[src/rtl/instr_fetch_ctrl.sv]
// instr_fetch_ctrl: PC sequencer and registered instruction hand-off to decode with redirect, halt, stall and fault handling
module instr_fetch_ctrl #(
  parameter int ADDR_W    = 16,
  parameter int MEM_BYTES = 128,
  parameter int RESET_PC  = 0,
  parameter int WRAP      = 0
) (
  input  logic              Clock,
  input  logic              Reset,
  input  logic              Start,
  output logic [ADDR_W-1:0] PCAddress,
  input  logic [15:0]       Instruction,
  output logic [15:0]       InstrOut,
  output logic [ADDR_W-1:0] InstrPC,
  output logic              InstrValid,
  input  logic              InstrReady,
  input  logic              Redirect,
  input  logic [ADDR_W-1:0] RedirectTarget,
  input  logic              Halt,
  output logic              Halted,
  output logic              Fault,
  output logic [15:0]       FetchCount
);
  localparam logic [1:0] S_IDLE   = 2'd0;
  localparam logic [1:0] S_RUN    = 2'd1;
  localparam logic [1:0] S_HALTED = 2'd2;
  localparam logic [1:0] S_FAULT  = 2'd3;
  localparam logic [ADDR_W-1:0] LAST_PC = ADDR_W'(MEM_BYTES - 2);
  localparam logic [ADDR_W-1:0] RST_PC  = ADDR_W'(RESET_PC);
  logic [1:0]        state, state_n;
  logic [ADDR_W-1:0] pc, pc_n, instr_pc_n;
  logic [15:0]       instr_out_n;
  logic              valid_n, target_ok, transfer;
  assign PCAddress = pc;
  assign Halted    = state == S_HALTED;
  assign Fault     = state == S_FAULT;
  assign transfer  = InstrValid & InstrReady;
  assign target_ok = ~RedirectTarget[0] & (RedirectTarget <= LAST_PC);
  // next-state: a transfer frees the output slot unless this cycle refills or flushes it
  always_comb begin
    state_n     = state;
    pc_n        = pc;
    instr_out_n = InstrOut;
    instr_pc_n  = InstrPC;
    valid_n     = InstrValid & ~InstrReady;
    case (state)
      S_IDLE: state_n = Start ? S_RUN : S_IDLE;
      S_RUN:
        if (Halt) begin
          valid_n = 1'b0;
          state_n = S_HALTED;
        end else if (Redirect) begin
          valid_n = 1'b0;
          pc_n    = target_ok ? RedirectTarget : pc;
          state_n = target_ok ? S_RUN : S_FAULT;
        end else if (!InstrValid || InstrReady) begin
          instr_out_n = Instruction;
          instr_pc_n  = pc;
          valid_n     = 1'b1;
          if (pc == LAST_PC) begin
            pc_n    = (WRAP != 0) ? '0 : pc;
            state_n = (WRAP != 0) ? S_RUN : S_FAULT;
          end else begin
            pc_n = pc + ADDR_W'(2);
          end
        end
      S_HALTED:
        if (Redirect) begin
          pc_n    = target_ok ? RedirectTarget : pc;
          state_n = !target_ok ? S_FAULT : Start ? S_RUN : S_HALTED;
        end else begin
          state_n = Start ? S_RUN : S_HALTED;
        end
      default: ;
    endcase
  end
  // state, PC, output slot and transfer counter registers
  always_ff @(posedge Clock or posedge Reset) begin
    if (Reset) begin
      state      <= S_IDLE;
      pc         <= RST_PC;
      InstrOut   <= '0;
      InstrPC    <= '0;
      InstrValid <= 1'b0;
      FetchCount <= '0;
    end else begin
      state      <= state_n;
      pc         <= pc_n;
      InstrOut   <= instr_out_n;
      InstrPC    <= instr_pc_n;
      InstrValid <= valid_n;
      FetchCount <= FetchCount + {15'd0, transfer};
    end
  end
endmodule

[config.mk]
export PLATFORM = sky130hd
export DESIGN_NAME = instr_fetch_ctrl
export DESIGN_NICKNAME = d
export VERILOG_FILES = /design/src/rtl/instr_fetch_ctrl.sv
export SDC_FILE = /design/constraint.sdc
export NUM_CORES = 1
export LEC_CHECK = 0
export BUFFER_PORTS_ARGS = -buffer_cell sky130_fd_sc_hd__clkbuf_2
export CORE_MARGIN = 3
export CORE_UTILIZATION = 45
export DETAILED_ROUTE_END_ITERATION = 10
export PLACE_DENSITY_LB_ADDON = 0.05
export REMOVE_ABC_BUFFERS = 1
export SYNTH_ARGS = -nofsm -noshare
export SYNTH_HDL_FRONTEND = slang
export SYNTH_SLANG_ARGS = --single-unit
[constraint.sdc]
create_clock -name Clock -period 2.2 [get_ports Clock]
set_input_delay 0.22 -clock Clock [delete_from_list [all_inputs] [get_ports Clock]]
set_output_delay 0.22 -clock Clock [all_outputs]
set_load 0.005 [all_outputs]
==> flow_summary_export.csv <==
group,metric,value,unit
detailed_routing,drt_iter0_markers,113,
pwr,internal_power,0.00307,W
sta,fmax,484,MHz
floorplanning,placeableCoreArea,6570,µm²
placement,dp_cells,484,
sta,postLayoutSetupSlackWorst,136,ps
sta,tns,0,ps
pwr,max-vdd-ir-drop,624,µV
worst_setup_path,slowest_stage,"or4_1",
floorplanning,die_h,89.8,µm
pwr,p_seq_frac,0.403,
synthesis,synthCells,278,
floorplanning,rows,29,
floorplanning,start_util,0.481,
flow_run,cap_violations,0,
placement,gp_congestion,0.848,
cts,clock-sinks,67,
pwr,p_sw,0.00158,W
synthesis,avgSynthCellArea,11.4,µm²
sta,worst_pin_slew,363,ps
pwr,power_frac_comb,0.382,
worst_setup_path,startpoint_type,"flop",
sta,hold_viol_final,0,
placement,port_buffers,104,
grt,grt_first_pass_wirelength,12.6,mm
detailed_routing,drtAntennaViolNets,0,
sta,setup_viol,0,
hold_path,min_path_type,"in2reg",
detailed_routing,drc_errors,0,
sta,drv_slew,0,
grt,grt_pass1_vias,2539,
final_layout,area_delta_synth_final,30.9,%
status,status,"complete, no violations",
final_layout,nets,451,
worst_setup_path,required,2480,ps
cts,clockBufferDepth,2,
final_layout,layout_common_cells,"104 x clkbuf_2, 67 x dfrtp_1, 30 x mux2_2",
floorplanning,pin_count,105,
worst_setup_path,endpoint_kind,"flop",
pwr,switching_share,0.340,
final_layout,final_common_cell,"clkbuf_2",
detailed_routing,drtPass1Iterations,4,
floorplanning,fp.dieArea,8060,µm²
synthesis,ys_warn_count,0,
floorplanning,die_w,89.8,µm
pwr,clkPwrFrac,0.216,
hold_path,hold_depth,2,
synthesis,synth-edff-count,0,
synthesis,ys_types,44,
placement,dp_slack,-20.4,ps
worst_setup_path,r2r_cells,8,
synthesis,async_flop_share,1.00,
cts,ctsHtreeMaxLevel,3,
hold_path,hold_start,"Instruction[0]",
worst_setup_path,max_stage_delay,500,ps
cts,cts_inserted_buffers,9,
synthesis,synth_flop_cell,"dfrtp_1",
cts,root_buffer,"clkbuf_8",
cts,clk_pin_slew,70,ps
detailed_routing,vias,2596,
final_layout,fin_cells,504,
placement,dp_hpwl,5.36,mm
worst_setup_path,critPathKind,"reg2reg",
worst_setup_path,crit_start,"state[0]",
worst_setup_path,critical_path_arrival,2340,ps
sta,period_share,0.938,
cts,clock_latency,340,ps
sta,skew,8.35,ps
grt,overflow,0,
synthesis,syn_area,3160,µm²
final_layout,diodes,0,
detailed_routing,finalWirelength,7.31,mm
grt,grtUsageTotal,0.191,
cts,cts_tree,"yes",
synthesis,synth_seq_area_share,0.531,
detailed_routing,avgViaCountPerCell,5.15,
worst_setup_path,cpMostUsedCell,"inv_1",
worst_setup_path,rr_startpoint,"state[0]",
sta,layout_min_cycle_time,2060,ps
pwr,powerDensity,1120,nW/µm²
synthesis,ys_seq_elements,67,
detailed_routing,wl_per_cell,14.5,µm
worst_setup_path,crit_fanout,6,
pwr,p_leak,2.09,nW
sta,grt_setup_unrepaired,"false",
grt,grt_max_degree,68,
grt,antenna_found_initial,0,
worst_setup_path,worstPathCellList,"inv_1 > ha_1 > inv_1 > o2111ai_4 > buf_4 > or4_1 > a21oi_1 > a21o_1",
sta,max_slew_margin,0.757,
final_layout,drive_gt1_frac,0.448,
[cell type report]
cell class | count | area, µm²
inverter | 8 | 30.0
timing repair buffer | 126 | 701
clock buffer | 12 | 145
multi-input combinational | 194 | 1420
fill | 578 | 2430
tap | 93 | 116
clock inverter | 4 | 50.0
sequential | 67 | 1680
[path summary, 6_finish.rpt]
check / end / slack [ps]
hold / removal: InstrOut[0] / 110
setup reg to reg: PCAddress[11] / 140
min in group asynchronous: InstrPC[2] / 490
max in group asynchronous: PCAddress[6] / 1440
setup / recovery: PCAddress[11] / 140
hold reg to reg: FetchCount[15] / 470
[power groups by stage]
stage | clock [W] | sequential (W) | combinational (W)
finish | 0.00100 | 0.00187 | 0.00177
global route | 0.00110 | 0.00193 | 0.00197
CTS | 0.00104 | 0.00187 | 0.00173
detailed placement | 0 | 0.00190 | 0.00170
global placement | 0 | 0.00188 | 0.00167
floorplan | 0 | 0.00188 | 0.000904
[per-stage QoR]
stage / instance area, µm² / total power (W) / utilization / hold WS (ps)
floorplan: 3110 / 0.00279 / - / 309
global placement: 3890 / 0.00355 / 0.592 / 309
detailed placement: 3890 / 0.00359 / 0.592 / 311
CTS: 4110 / 0.00464 / 0.625 / 91.9
global route: 4140 / 0.00500 / 0.630 / 95.7
finish: 4140 / 0.00465 / 0.630 / 108
[worst max-delay path, delay by kind of cell (launching register included)]
kind,cells,cell delay [ps]
AOI/OAI and AO/OA,3,390
adders and majority gates,1,340
buffers and inverters,3,370
DFF,1,400
and+or+nand+nor,1,500
[logic make-up (layout without fill, tap and decap cells)]
| logic type | count (synthesis) | in the layout | share of synthesized area |
|---|---|---|---|
| buffers and inverters | 17 | 150 | 0.0261 |
| muxes | 35 | 35 | 0.124 |
| DFF | 67 | 67 | 0.531 |
| xor gates and xnor gates | 14 | 14 | 0.0388 |
| and+or+nand+nor | 95 | 95 | 0.159 |
| adders and majority gates | 7 | 7 | 0.0277 |
| AOI/OAI and AO/OA | 43 | 43 | 0.0931 |
[state kept, by name, indices dropped and copies added (netlist names)]
signal and flops:
InstrOut 16, state 2, PCAddress 16, FetchCount 16
InstrValid 1, InstrPC 16
[what timing repair did]
| item | CTS | global route |
|---|---|---|
| pin swaps | 0 | 1 |
| hold endpoints to repair | 67 | 0 |
| resized for setup | 1 | 2 |
| gates cloned | 0 | 0 |
| buffers inserted | 0 | 3 |
| setup endpoints to repair | 4 | 5 |
| hold buffers | 1 | 0 |
[metal layers]
layer / wire length [µm] / track usage / vias to the layer above
met5: 0 / 0 / -
met2: 3380 / 0.290 / 91
met4: 62 / 0.0830 / 0
met1: 3410 / 0.264 / 1233
met3: 449 / 0.0409 / 7
li1: - / - / 1265
[synth_stat cells, types with 6 or more instances]
master | number | area, µm²
nand3_1 | 13 | 65.1
a21oi_1 | 8 | 40.0
inv_1 | 8 | 30.0
nand2_1 | 21 | 78.8
xnor2_1 | 10 | 87.6
o21ai_0 | 10 | 50.1
a31oi_1 | 6 | 37.5
mux2_2 | 30 | 338
nand4_1 | 9 | 56.3
dfrtp_1 | 67 | 1680
nor2_1 | 20 | 75.1
ha_1 | 7 | 87.6
(Power assumes the default switching activity.)
